File: src/rtl/regfile_pkg.sv
// rtl/regfile_pkg.sv - shared constants and types for the 32x32 register file
`timescale 1ns/1ps
package regfile_pkg;

    localparam int DATA_W   = 32;
    localparam int ADDR_W   = 5;
    localparam int NUM_REGS = 32;

    localparam logic [ADDR_W-1:0] ZERO_REG  = 5'd0;
    localparam logic [DATA_W-1:0] RESET_VAL = 32'h0;

    typedef logic [DATA_W-1:0] data_t;
    typedef logic [ADDR_W-1:0] addr_t;

endpackage

File: src/rtl/regfile_rdport.sv
// rtl/regfile_rdport.sv - one combinational read port: mux, r0 forced to zero, optional write bypass
//
// Ports:
//   rst_i   reset; forces the port output to zero while high
//   rn_i    read register number
//   regs_i  flattened storage r1..r31 (no r0 entry)
//   we_i    write enable          (REGFILE_BYPASS_EN only)
//   wn_i    write register number (REGFILE_BYPASS_EN only)
//   d_i     write data            (REGFILE_BYPASS_EN only)
//   q_o     read data
// Macro: REGFILE_BYPASS_EN adds same-cycle forwarding of the write data.
`timescale 1ns/1ps
module regfile_rdport
    import regfile_pkg::*;
(
    input  logic                             rst_i,
    input  logic [ADDR_W-1:0]                rn_i,
    input  logic [NUM_REGS-1:1][DATA_W-1:0]  regs_i,
`ifdef REGFILE_BYPASS_EN
    input  logic                             we_i,
    input  logic [ADDR_W-1:0]                wn_i,
    input  logic [DATA_W-1:0]                d_i,
`endif
    output logic [DATA_W-1:0]                q_o
);

    always_comb begin
        q_o = RESET_VAL;
        for (int i = 1; i < NUM_REGS; i++) begin
            if (rn_i == ADDR_W'(i)) begin
                q_o = regs_i[i];
            end
        end
`ifdef REGFILE_BYPASS_EN
        if (we_i && (wn_i == rn_i)) begin
            q_o = d_i;
        end
`endif
        // Applied last so neither reset nor bypass can ever expose a non-zero r0.
        if (rst_i || (rn_i == ZERO_REG)) begin
            q_o = RESET_VAL;
        end
    end

endmodule

File: src/rtl/regfile.sv
// rtl/regfile.sv - 31 x 32-bit register file (r0 hardwired zero), one write port, two read ports
//
// Ports:
//   clk  clock; writes on rising edge
//   rst  asynchronous active-high reset, clears r1..r31
//   we   write enable
//   wn   write register number (writes to r0 are dropped)
//   d    write data
//   rna  read port A register number
//   rnb  read port B register number
//   qa   read port A data (combinational)
//   qb   read port B data (combinational)
// Macro: REGFILE_BYPASS_EN forwards d to a read port whose address matches wn while we is high.
`timescale 1ns/1ps
module regfile
    import regfile_pkg::*;
(
    input  logic              clk,
    input  logic              rst,
    input  logic              we,
    input  logic [ADDR_W-1:0] wn,
    input  logic [DATA_W-1:0] d,
    input  logic [ADDR_W-1:0] rna,
    input  logic [ADDR_W-1:0] rnb,
    output logic [DATA_W-1:0] qa,
    output logic [DATA_W-1:0] qb
);

    // Index 0 deliberately absent: r0 has no storage.
    logic [NUM_REGS-1:1][DATA_W-1:0] regs_q;
    logic [NUM_REGS-1:1][DATA_W-1:0] regs_d;

    // Decode starts at 1, so wn == 0 never matches; we gates the compare so an
    // undefined wn cannot select a register while we is low.
    always_comb begin
        regs_d = regs_q;
        for (int i = 1; i < NUM_REGS; i++) begin
            if (we && (wn == ADDR_W'(i))) begin
                regs_d[i] = d;
            end
        end
    end

    always_ff @(posedge clk or posedge rst) begin
        if (rst) begin
            regs_q <= {(NUM_REGS-1){RESET_VAL}};
        end else begin
            regs_q <= regs_d;
        end
    end

    regfile_rdport u_rdport_a (
        .rst_i  (rst),
        .rn_i   (rna),
        .regs_i (regs_q),
`ifdef REGFILE_BYPASS_EN
        .we_i   (we),
        .wn_i   (wn),
        .d_i    (d),
`endif
        .q_o    (qa)
    );

    regfile_rdport u_rdport_b (
        .rst_i  (rst),
        .rn_i   (rnb),
        .regs_i (regs_q),
`ifdef REGFILE_BYPASS_EN
        .we_i   (we),
        .wn_i   (wn),
        .d_i    (d),
`endif
        .q_o    (qb)
    );

endmodule

File: config.mk
export PLATFORM = sky130hd
export DESIGN_NAME = regfile
export DESIGN_NICKNAME = d
export VERILOG_FILES = /design/src/rtl/regfile_pkg.sv /design/src/rtl/regfile_rdport.sv /design/src/rtl/regfile.sv
export SDC_FILE = /design/constraint.sdc
export NUM_CORES = 2
export LEC_CHECK = 0
export BUFFER_PORTS_ARGS = -buffer_cell sky130_fd_sc_hd__buf_2
export CORE_MARGIN = 2
export CORE_UTILIZATION = 60
export CTS_CLUSTER_DIAMETER = 60
export CTS_CLUSTER_SIZE = 25
export DETAILED_ROUTE_END_ITERATION = 7
export HOLD_SLACK_MARGIN = 0.15
export PLACE_DENSITY = 0.79
export SLEW_MARGIN = 20
export SYNTH_ARGS = -nofsm -noshare
export SYNTH_HDL_FRONTEND = slang
export SYNTH_HIERARCHICAL = 1
export SYNTH_SLANG_ARGS = --single-unit
File: constraint.sdc
create_clock -name clk -period 57.5 [get_ports clk]
set_input_delay 11.5 -clock clk [delete_from_list [all_inputs] [get_ports clk]]
set_output_delay 11.5 -clock clk [all_outputs]
set_load 0.02 [all_outputs]
After elaboration in Yosys (flattened, before gate mapping)
Index checks and enable logic that the tools add are counted.

Output and inout port bits: 64. Register bits: 992. Input port bits: 50.

Multiplexer cells: 64. Reductions and logical operators: 35. Equality and inequality tests: 93.

Operators with widths (number): two-way mux 32 bit (64); equality test 5 bit (second input constant) (48); equality test 5 x 4 -> 1 bit (second input constant) (24); equality test 5 x 3 -> 1 bit (second input constant) (12); logical AND 1 bit (31); equality test 5 x 2 -> 1 bit (second input constant) (6); equality test 5 x 1 -> 1 bit (second input constant) (3); logical NOT 5 bit (2); logical OR 1 bit (2).

Logic depth before layout (Yosys ltp)
Word-level depth: 33. Mapped depth: 11. Depth with buffers taken out: 7.

Hierarchy
The synthesis kept the hierarchy.

By module, submodules not included: regfile (cells each 2224, area each 37094.3 um^2, instances 1, seq. area each 24823.8 um^2); regfile_rdport (cells each 1153, area each 7413.4 um^2, instances 2, seq. area each 0.0 um^2).

Worst setup path before layout
No wires, ideal clock.

Path type: input to output. Start point: input port rna[3]. End point: output port qa[28]. Data required time: 46.000 ns. Setup slack: 32.600 ns. Stages: 9. Arrival: 13.400 ns. Cell sequence: buf_6 > or3b_1 > buf_2 > nor2_4 > buf_2 > a22oi_1 > nand3_1 > o221ai_1 > a221oi_1.

Cells in the longest elaborated chain, start to end: 33. Elaborated cells on any way between the ends: 65. Those cells by class: 31 x eq/ne; 32 x mux; 2 x reduce/logical.

RTL lines: start, declared (line regfile.sv:23) `input logic [ADDR_W-1:0] rna,`; equality test 5 x 1 -> 1 bit (line regfile_rdport.sv:30) `if (rn_i == ADDR_W'(i)) begin`; two-way mux 32 bit (31 in a row) (line regfile_rdport.sv:30); two-way mux 32 bit * (line regfile_rdport.sv:40) `if (rst_i || (rn_i == ZERO_REG)) begin`; end, declared (line regfile.sv:25) `output logic [DATA_W-1:0] qa,`.

Mark *: on every way between the ends. The rest lies on a longest branch, timed or not.

Worst setup path in the final report
Start point: input port rnb[0]. End point: output port qb[0].

Cells in the longest elaborated chain, start to end: 33. Elaborated cells on any way between the ends: 65. Those cells by class: 31 x eq/ne; 32 x mux; 2 x reduce/logical.

RTL lines: start, declared (line regfile.sv:24) `input logic [ADDR_W-1:0] rnb,`; equality test 5 x 1 -> 1 bit (line regfile_rdport.sv:30); two-way mux 32 bit (31 in a row) (line regfile_rdport.sv:30); two-way mux 32 bit * (line regfile_rdport.sv:40); end, declared (line regfile.sv:26) `output logic [DATA_W-1:0] qb`.

Marked as above.

==> metrics.yaml <==
layout:
  final_cells: 5624
  fill_cells: 6549
  reg_top3: "regs_q x992"
  mostFrequentLayoutCells: "mux2_2 (994), dfrtp_1 (992), a22oi_1 (446), nand2_1 (189), a21oi_1 (160)"
  max_flop_register: "regs_q"
  fin_util_pct: 65.0
  largest_register_ffs: 992
  stdcell_area_mm2: 0.0555
  drive_above_1_share_pct: 33.0
  nets: 4463
  final_common_cell: "mux2_2"
  syn_to_final_growth_pct: 6.93
die:
  die-area_mm2: 0.0889
  core_mm2: 0.0854
  ios: 114
  start_util_pct: 60.8
  die_y_um: 298
  rows: 107
  die_w_um: 298
critical_path:
  crit_path_end_kind: "output port"
  cp_max_fo: 44
  crit_chain: "buf_2 > buf_4 > or2_0 > buf_4 > nor2_4 > buf_4 > a221oi_1 > nand3_1 > nor3_1 > o31ai_1 > buf_2"
  crit_path_frequent_cell: "buf_4"
  critPathMaxStageDelay_ps: 1130
  r2r_cells: 1
  cp_data_arrival_time_ps: 16060
  path_class: "in2out"
  critPathLaunchType: "input pin"
  required_ps: 46000
  slowest_stage: "nor3_1"
timing:
  timing_hold_violations_final: 0
  rsz0062_at_grt: "no"
  worst_pin_slew_ps: 1430
  setup-violations-final: 0
  setup_slack_ps: 29940
  skew_ps: 0
  fin_crit_ps: 27560
  slew_headroom_pct: 4.20
  maxSlewViolCount: 0
  max_freq_mhz: 36.3
  tns_ps: 0
  fin_crit_sh_pct: 47.9
  holdWs_ps: 520
logic_synthesis:
  synthArstFlopShare_pct: 100
  netlist_instances: 4530
  ys_seq_area_share_pct: 47.8
  synth-seq-cells: 992
  syn_avg_cell_area_um2: 11.5
  synth_edf_count: 0
  synthFlopType: "dfrtp_1"
  syn_nets: 4580
  syn_area_mm2: 0.0519
  synth_warnings: 6
  ys_types: 74
power_and_ir_drop:
  total_power_mw: 1.79
  p_per_area_mw_per_mm2: 32.3
  peakVddDrop_uv: 30.3
  p_leak_nw: 24.0
routing:
  dr.pass1.iters: 8
  vias_per_cell: 8.32
  wl_per_cell_um: 39.9
  drtIter0Drc: 9824
  drtAntennaViolNets: 0
  wl_um: 224000
  via_count: 46800
  drc: 72
clocking:
  clockRootBuffer: "clkbuf_16"
  tritoncts: "done"
  cts.sinks: 992
  htreeDepth: 3
  clk_pin_slew_ps: 70
  post_cts_resized: 0
  post_cts_buffers: 0
  postCtsHoldBufs: 0
  clock_latency_ps: 650
  cts_buffers: 66
  clockBufferDepth: 3
grt:
  grt_use_total_pct: 49.3
  grt_max_degree: 185
  grt_pass1_wl_um: 317000
  grt_overflow: 0
  antenna_found_initial: 26
  grt_pass1_vias: 44800
place:
  place_area_mm2: 0.0531
  place_ws_ps: 30540
  hpwl_um: 135000
  gp_congestion: 1.11
  dpl.cell_count: 5488
  port_buffers: 113
worst_hold_path:
  hold_depth: 1
  hp-class: "reg2reg"
outcome:
  outcome: "finished, violations left"
  violations: "design-rule violations"
run:
  max_cap_violations: 0
-- worst paths after layout --
path	slack, ps	from	to
min	520	regs_q[944]	regs_q[944]
min in group asynchronous	11070	rst	regs_q[930]
max	29940	rnb[0]	qb[0]
max in group asynchronous	42700	rst	regs_q[513]
max reg2reg	56490	regs_q[951]	regs_q[951]
min reg2reg	520	regs_q[944]	regs_q[944]
-- where the power goes --
group / internal [mW] / switching, mW / total (mW)
Combinational: 0.141 / 0.171 / 0.312
Clock: 0.253 / 0.277 / 0.530
Sequential: 0.834 / 0.119 / 0.953
Total: 1.23 / 0.567 / 1.79
-- cell families (layout without fill, tap and decap cells) --
| logic type | count (synthesis) | in the layout | synth area share [%] |
|---|---|---|---|
| AND/OR/NAND/NOR | 771 | 771 | 7.64 |
| flip-flops | 992 | 992 | 47.8 |
| other | 0 | 17 | 0 |
| AO/OA/AOI/OAI | 1270 | 1270 | 17.8 |
| multiplexers | 1040 | 1040 | 22.5 |
| buffers and inverters | 457 | 390 | 4.30 |
-- cell usage after synthesis (all sizes together), types with 6 or more instances --
| cell type | instances | share of area [%] |
|---|---|---|
| mux2i | 30 | 0.58 |
| a2111oi | 10 | 0.17 |
| o211ai | 24 | 0.35 |
| nor3 | 75 | 0.73 |
| buf | 286 | 3.1 |
| o221a | 6 | 0.13 |
| o2bb2ai | 12 | 0.20 |
| clkbuf | 154 | 1.1 |
| or3b | 8 | 0.13 |
| a221o | 8 | 0.15 |
| nor2b | 20 | 0.24 |
| or3 | 9 | 0.13 |
| nand2 | 202 | 1.5 |
| o22ai | 44 | 0.53 |
| a31oi | 26 | 0.31 |
| a22o | 100 | 1.7 |
| nor2 | 199 | 1.9 |
| o21ai | 156 | 1.5 |
| mux2 | 1010 | 22 |
| dfrtp | 992 | 48 |
| nand3b | 10 | 0.16 |
| nor4 | 16 | 0.19 |
| o2111ai | 20 | 0.34 |
| inv | 17 | 0.12 |
| nand3 | 88 | 0.85 |
| a222oi | 30 | 0.58 |
| nand2b | 20 | 0.24 |
| a21oi | 160 | 1.5 |
| nand4 | 65 | 0.78 |
| and3 | 32 | 0.39 |
| a21o | 14 | 0.20 |
| a221oi | 126 | 2.1 |
| a211oi | 18 | 0.26 |
| a32oi | 8 | 0.13 |
| a32o | 10 | 0.19 |
| o221ai | 18 | 0.30 |
| o32ai | 6 | 0.10 |
| a22oi | 446 | 6.4 |
-- per-layer routing --
layer  global-route usage, %  part of all wire (%)
met1                    58.9                    32
met2                    65.0                    38
met3                    28.8                    19
met4                    35.9                    10
met5                    4.22                  0.30
-- worst max-delay path: cells and delay by family --
| family | cells | cell delay (ps) |
|---|---|---|
| buf+inv | 5 | 2200 |
| simple gates | 4 | 1580 |
| compound gates | 2 | 630 |
-- area by class of cell --
| cell class | instances | area, um^2 | area share, % |
|---|---|---|---|
| Clock buffer | 79 | 1800 | 3.25 |
| Inverter | 17 | 71.3 | 0.128 |
| Timing Repair Buffer | 255 | 1680 | 3.03 |
| Tap cell | 1144 | 1430 | 2.58 |
| Clock inverter | 39 | 483 | 0.870 |
| Multi-Input combinational cell | 3081 | 25200 | 45.4 |
| Sequential cell | 992 | 24800 | 44.7 |
| Antenna cell | 17 | 42.5 | 0.0766 |
Note: power is estimated with default switching activity, not from simulation.
